<file path="src/rtl/uart_pkg.sv">
// ---------------------------------------------------------------------------
// uart_pkg
//
// Purpose:
//   Shared definitions for the UART blocks: the transmit sequencer state
//   encoding, default frame format and the baud divisor used by the TX and
//   RX baud dividers.
//
// Contents:
//   tx_state_e        - 3-bit state encoding of the TX sequencer
//   DEFAULT_DATA_W    - default number of data bits per frame
//   DEFAULT_STOP_BITS - default number of stop bits per frame
//   BAUD_DIV          - i_clk cycles per baud period (one tick per period)
// ---------------------------------------------------------------------------
package uart_pkg;

    // Sequencer states. The encodings are fixed so that waveform viewers and
    // any debug readback see the same values in every build.
    typedef enum logic [2:0] {
        ST_IDLE   = 3'd0,
        ST_ALIGN  = 3'd1,
        ST_START  = 3'd2,
        ST_DATA   = 3'd3,
        ST_PARITY = 3'd4,
        ST_STOP   = 3'd5
    } tx_state_e;

    localparam int DEFAULT_DATA_W    = 8;
    localparam int DEFAULT_STOP_BITS = 1;

    // One baud tick every BAUD_DIV system clocks; the TX and RX dividers
    // both count to this value so the two directions stay matched.
    localparam int BAUD_DIV = 652;

endpackage : uart_pkg

</file>
<file path="src/rtl/uart_tx_ctrl.sv">
// ---------------------------------------------------------------------------
// uart_tx_ctrl
//
// Purpose:
//   UART transmit sequencer. Takes one byte at a time over a valid/ready
//   handshake, waits for the next baud tick to align the frame, then shifts
//   out start bit, data bits (LSB first), an optional parity bit and one or
//   two stop bits, advancing one bit per baud tick.
//
// Parameters:
//   DATA_W     - data bits per frame (5..9)
//   PARITY_EN  - 1 inserts a parity bit after the data bits
//   PARITY_ODD - 0 even parity, 1 odd parity (unused when PARITY_EN = 0)
//   STOP_BITS  - stop bits per frame (1 or 2)
//
// Ports:
//   i_clk       - system clock
//   i_reset     - asynchronous, active-low reset
//   i_baud_tick - one-cycle baud strobe from the TX baud divider
//   i_valid     - a byte is available on i_data
//   i_data      - byte to transmit
//   o_ready     - controller can accept a byte this cycle
//   o_tx        - serial line, idles high
//   o_busy      - a frame is in progress
//   o_done      - one-cycle pulse after the last stop bit has completed
//
// All outputs come straight from flops, so a tick sampled on one edge
// changes the line on that same edge and is visible in the next cycle.
// ---------------------------------------------------------------------------
module uart_tx_ctrl
    import uart_pkg::*;
#(
    parameter int DATA_W     = DEFAULT_DATA_W,
    parameter int PARITY_EN  = 0,
    parameter int PARITY_ODD = 0,
    parameter int STOP_BITS  = DEFAULT_STOP_BITS
) (
    input  logic              i_clk,
    input  logic              i_reset,
    input  logic              i_baud_tick,
    input  logic              i_valid,
    input  logic [DATA_W-1:0] i_data,
    output logic              o_ready,
    output logic              o_tx,
    output logic              o_busy,
    output logic              o_done
);

    // bit_cnt only has to reach DATA_W-1, so clog2(DATA_W) bits suffice and
    // it never wraps inside a frame.
    localparam int CNT_W = (DATA_W > 1) ? $clog2(DATA_W) : 1;
    localparam logic [CNT_W-1:0] BIT_LAST = CNT_W'(DATA_W - 1);

    // stop_cnt is a single bit: with one stop bit the first stop tick is
    // already the last one, with two stop bits the second one is.
    localparam logic STOP_LAST = (STOP_BITS > 1);

    localparam logic PAR_EN  = (PARITY_EN != 0);
    localparam logic PAR_ODD = (PARITY_ODD != 0);

    tx_state_e         state_q,    state_d;
    logic [DATA_W-1:0] shift_q,    shift_d;
    logic              parity_q,   parity_d;
    logic [CNT_W-1:0]  bit_cnt_q,  bit_cnt_d;
    logic              stop_cnt_q, stop_cnt_d;
    logic              tx_q,       tx_d;
    logic              ready_q,    ready_d;
    logic              busy_q,     busy_d;
    logic              done_q,     done_d;

    // State and datapath registers. Reset drives the line high straight away
    // so a frame interrupted during a low bit releases the line at once
    // instead of waiting for a clock edge.
    always_ff @(posedge i_clk or negedge i_reset) begin
        if (!i_reset) begin
            state_q    <= ST_IDLE;
            shift_q    <= '0;
            parity_q   <= 1'b0;
            bit_cnt_q  <= '0;
            stop_cnt_q <= 1'b0;
            tx_q       <= 1'b1;
            ready_q    <= 1'b1;
            busy_q     <= 1'b0;
            done_q     <= 1'b0;
        end else begin
            state_q    <= state_d;
            shift_q    <= shift_d;
            parity_q   <= parity_d;
            bit_cnt_q  <= bit_cnt_d;
            stop_cnt_q <= stop_cnt_d;
            tx_q       <= tx_d;
            ready_q    <= ready_d;
            busy_q     <= busy_d;
            done_q     <= done_d;
        end
    end

    // Next-state and next-output logic. Everything holds its value by
    // default and only moves on a baud tick, except the accept path in IDLE
    // which reacts to the handshake on any cycle. A tick arriving in the
    // accept cycle belongs to IDLE and is deliberately not used: the frame
    // always waits in ALIGN for a fresh tick, so every bit, including the
    // start bit, lasts exactly one full tick period.
    always_comb begin
        state_d    = state_q;
        shift_d    = shift_q;
        parity_d   = parity_q;
        bit_cnt_d  = bit_cnt_q;
        stop_cnt_d = stop_cnt_q;
        tx_d       = tx_q;
        ready_d    = ready_q;
        busy_d     = busy_q;
        done_d     = 1'b0;

        unique case (state_q)
            ST_IDLE: begin
                // Parity is computed once here from the latched byte, so the
                // shifting register does not have to be re-examined later.
                if (i_valid && ready_q) begin
                    shift_d  = i_data;
                    parity_d = (^i_data) ^ PAR_ODD;
                    ready_d  = 1'b0;
                    busy_d   = 1'b1;
                    state_d  = ST_ALIGN;
                end
            end

            ST_ALIGN: begin
                if (i_baud_tick) begin
                    tx_d    = 1'b0;
                    state_d = ST_START;
                end
            end

            ST_START: begin
                if (i_baud_tick) begin
                    tx_d      = shift_q[0];
                    bit_cnt_d = '0;
                    state_d   = ST_DATA;
                end
            end

            ST_DATA: begin
                // The bit on the line is always shift_q[0]; on each tick the
                // register moves down one place and shift_q[1] goes out next.
                if (i_baud_tick) begin
                    if (bit_cnt_q == BIT_LAST) begin
                        if (PAR_EN) begin
                            tx_d    = parity_q;
                            state_d = ST_PARITY;
                        end else begin
                            tx_d       = 1'b1;
                            stop_cnt_d = 1'b0;
                            state_d    = ST_STOP;
                        end
                    end else begin
                        shift_d   = shift_q >> 1;
                        tx_d      = shift_q[1];
                        bit_cnt_d = bit_cnt_q + CNT_W'(1);
                    end
                end
            end

            ST_PARITY: begin
                if (i_baud_tick) begin
                    tx_d       = 1'b1;
                    stop_cnt_d = 1'b0;
                    state_d    = ST_STOP;
                end
            end

            ST_STOP: begin
                // o_ready rises together with o_done, so a source that
                // presents its next byte during the done pulse is accepted
                // in that same cycle and no byte slot is lost.
                if (i_baud_tick) begin
                    if (stop_cnt_q == STOP_LAST) begin
                        done_d  = 1'b1;
                        ready_d = 1'b1;
                        busy_d  = 1'b0;
                        state_d = ST_IDLE;
                    end else begin
                        stop_cnt_d = 1'b1;
                    end
                end
            end

            default: begin
                // Unused encodings fall back to a clean idle line.
                tx_d    = 1'b1;
                ready_d = 1'b1;
                busy_d  = 1'b0;
                state_d = ST_IDLE;
            end
        endcase
    end

    assign o_tx    = tx_q;
    assign o_ready = ready_q;
    assign o_busy  = busy_q;
    assign o_done  = done_q;

endmodule : uart_tx_ctrl
</file>
<file path="config.mk">
export PLATFORM = sky130hd
export DESIGN_NAME = uart_tx_ctrl
export DESIGN_NICKNAME = d
export VERILOG_FILES = /design/src/rtl/uart_pkg.sv /design/src/rtl/uart_tx_ctrl.sv
export SDC_FILE = /design/constraint.sdc
export NUM_CORES = 1
export LEC_CHECK = 0
export CORE_AREA = 5 5 65 53
export CTS_CLUSTER_SIZE = 14
export DETAILED_ROUTE_END_ITERATION = 8
export DIE_AREA = 0 0 70 58
export SYNTH_ARGS = -nofsm -noshare
export SYNTH_HDL_FRONTEND = slang
export SYNTH_SLANG_ARGS = --single-unit
</file>
<file path="constraint.sdc">
create_clock -name i_clk -period 3.85 [get_ports i_clk]
set_input_delay 0.5775 -clock i_clk [delete_from_list [all_inputs] [get_ports i_clk]]
set_output_delay 0.5775 -clock i_clk [all_outputs]
set_load 0.02 [all_outputs]
</file>
==> summary.md <==
| Metric | Value |
|---|---|
| Critical path required time | `4.07 ns` |
| Port bufs | `15` |
| Critical-path cell list | `clkdlybuf4s50_1, inv_1, a221oi_4, a2bb2oi_1` |
| Row count | `17` |
| Fin nets | `roughly 130` |
| Final setup fails | `0` |
| Placed inst area | `1210 um2` |
| Sw Ratio | `21.8%` |
| Worst-Margin Slew | `0.825 ns` |
| Pre-Repair DR Iteration Count | `4` |
| Post-Syn Area per Cell | `10.9 um2` |
| Die Y-Extent | `about 58 um` |
| Overall Power | `0.343 mW` |
| Worst R2R Setup Slack | `1.91 ns` |
| Routed WL per cell | `14.8 um` |
| Relative slew slack | `44.8%` |
| Gpl congestion | `0.759` |
| Placeable Area | `between 2000 and 3000 um2` |
| WP depth | `4` |
| Top post-synthesis cells by area | `dfrtp_1 (38%), mux2i_1 (7.7%), a2bb2oi_1 (5.9%)` |
| Crit path buffers/inverters | `2` |
| Diode count | `0` |
| Largest net degree at the start of global routing | `20` |
| Comb power frac | `8.5%` |
| Worst min-delay path class | `flip-flop to flip-flop` |
| Util after Layout | `45.1%` |
| Reg power frac | `57.1%` |
| Clock transition at path regs | `0.11 ns` |
| Skew final | `approximately 0.0049 ns` |
| Initial Utilization | `37.7%` |
| Die ar. | `4060 um2` |
| Setup total negative slack | `0 ns` |
| Max Freq | `467 MHz` |
| Share of cells above drive strength 1 | `9.17%` |
| CP Max Fanout | `16` |
| Cts bufs inserted | `3` |
| DRT antenna net count | `0` |
| I/O pins | `16` |
| Vias in the first global route | `793` |
| PwrDens | `between 200 and 300 nW/um2` |
| Clock power share | `34.4%` |
| CP endpoint kind | `flip-flop` |
| Max clock buf depth | `2` |
| Final Cycle Share | `a little under three fifths` |
| Total gr overflow | `0` |
| Final WL | `2.17 mm` |
| First-pass GRT wire length | `3.68 mm` |
| Worst setup endpoint | `shift_q[1]$_DFFE_PN0P_` |
| Max Slew Vio Count | `0` |
| Total clock sinks | `18` |
| Final instance area | `1250 um2` |
| Net Switching | `~0.075 mW` |
| GRT Overall Usage | `11.3%` |
| Outcome | `finished, final reports clean` |
| Worst setup SP type | `input port` |
| Hold Buf Count CTS | `0` |
| Syn Nets | `111` |
| Sequential area share after synthesis | `43.4%` |
| Minimum clock period | `2.14 ns` |
| Share of flip-flops with an asynchronous set or reset | `100%` |
| Filler Cells Inserted | `about 280` |
| Static Leak | `around 0.5 nW` |
| Synthesis-to-finish area growth | `19.4%` |
| CP Launch Point | `i_baud_tick` |
| Synth Warn # | `0` |
| H-tree levels | `1` |
| EDFF count, synth | `0` |
| Setup repair after global routing missed its margin | `no` |
| Slowest-stage cell, CP | `clkdlybuf4s50_1` |
| Area share of the largest cell type after synthesis | `about two fifths` |
| Netlist cell types | `35` |
| RR Startpoint | `bit_cnt_q[0]$_DFFE_PN0P_` |
| DRT iter0 DRCs | `12` |
| Final hold vios | `0` |
| Crit Path Class | `input port to flip-flop` |
| Clk Latency, worst-skew pair | `0.30 ns` |
| Post_cts resized | `0` |
| Chip Width | `70 um` |
| Worst path top cell family by delay | `buffers and inverters` |
| DRC | `0` |
| Most frequent cells in the layout | `dfrtp_1 (16), clkdlybuf4s50_1 (15), mux2i_1 (8), nand2b_1 (7), a2bb2oi_1 (7)` |
| R2r worst-path depth | `5` |
| Cell area after synthesis | `around 1000 um2` |
| TritonCTS clock tree | `built` |
| Post-CTS Setup Bufs | `0` |
| Max-cap viol count | `0` |
| Arr. time, crit path | `2.36 ns` |
| Most common cell after layout, fill and taps aside | `dfrtp_1` |
| #FFs+latches synth | `18` |
| Crit Reg-Reg Endpoint | `shift_q[1]$_DFFE_PN0P_` |
| Int Pwr | `0.268 mW` |
| Synth area leader | `dfrtp_1` |
| Root Buffer | `clkbuf_4` |
| Post-Syn Instances | `96` |
| Antenna violations before repair | `0` |
| Routed via count | `approximately 780` |
| Via/cell ratio | `around 5.3` |
| Detail Placement HPWL | `approximately 1.5 mm` |
| Worst VDD drop | `0.205 mV` |
| Main flop type after synthesis | `dfrtp_1` |
| Critical path's largest stage delay | `0.82 ns` |
metal layers:
metal	share of wire [%]	wire, um	GRT usage, %	up-vias
met5	0	0	0	-
met4	1.7	36	4.10	0
met3	3.2	70	3.47	4
met2	42	912	16.7	13
met1	53	1150	15.6	377
li1	-	-	-	384
state kept, by name, indices dropped and copies added (netlist names):
signal	count
o_tx	1
shift_q	8
o_ready	1
o_busy	1
o_done	1
bit_cnt_q	3
state_q	3
kinds of logic (layout without fill, tap and decap cells):
group	after synthesis	in the layout	synth area share, %
buf+inv	11	24	4.80
simple gates	26	26	17.0
compound gates	30	30	23.5
flops	18	18	43.4
mux	8	8	7.67
fa+ha+maj	3	3	3.60
cell type report:
class / instances / area (um2) / area share, %
tap: 38 / 47.5 / 3.82
timing repair buffer: 15 / 150 / 12.0
clock buffer: 4 / 36.3 / 2.91
sequential: 18 / 453 / 36.3
inverter: 5 / 18.8 / 1.51
multi-input combinational: 67 / 541 / 43.4
Yosys cell counts, drive strengths merged, types with 2 or more instances:
master   instances
dfrtp           16
mux2i            8
a2bb2oi          7
nand2b           7
a21oi            6
clkbuf           5
inv              5
a22o             4
nand2            4
ha               3
dfstp            2
nand3            2
nand3b           2
nor2             2
nor2b            2
nor3             2
o21ai            2
per-stage QoR:
stage	cells	hold WS, ns	setup slack [ns]
2_1_floorplan	96	0.282	2.23
3_3_place_gp	143	0.467	1.54
3_5_place_dp	143	0.481	1.43
4_1_cts	147	0.497	1.72
5_1_grt	147	0.516	1.58
6_report	147	0.491	1.71
worst min path at each step:
stage,from,endpoint,slack [ns],depth (start not counted)
floorplan,i_reset,bit_cnt_q[0]$_DFFE_PN0P_,0.28,0
global placement,bit_cnt_q[0]$_DFFE_PN0P_,bit_cnt_q[0]$_DFFE_PN0P_,0.47,1
CTS,bit_cnt_q[0]$_DFFE_PN0P_,bit_cnt_q[0]$_DFFE_PN0P_,0.50,1
detailed placement,bit_cnt_q[0]$_DFFE_PN0P_,bit_cnt_q[0]$_DFFE_PN0P_,0.48,1
global route,bit_cnt_q[0]$_DFFE_PN0P_,bit_cnt_q[0]$_DFFE_PN0P_,0.52,1
finish,bit_cnt_q[0]$_DFFE_PN0P_,bit_cnt_q[0]$_DFFE_PN0P_,0.49,1
power by group through the flow:
| stage | clock, mW | sequential, mW | combinational, mW |
|---|---|---|---|
| floorplan | 0 | 0.198 | 0.0119 |
| global placement | 0 | 0.199 | 0.0287 |
| detailed placement | 0 | 0.199 | 0.0295 |
| CTS | 0.125 | 0.196 | 0.0297 |
| global route | 0.132 | 0.196 | 0.0328 |
| finish | 0.118 | 0.196 | 0.0292 |
Note: power is estimated with default switching activity, not from simulation.
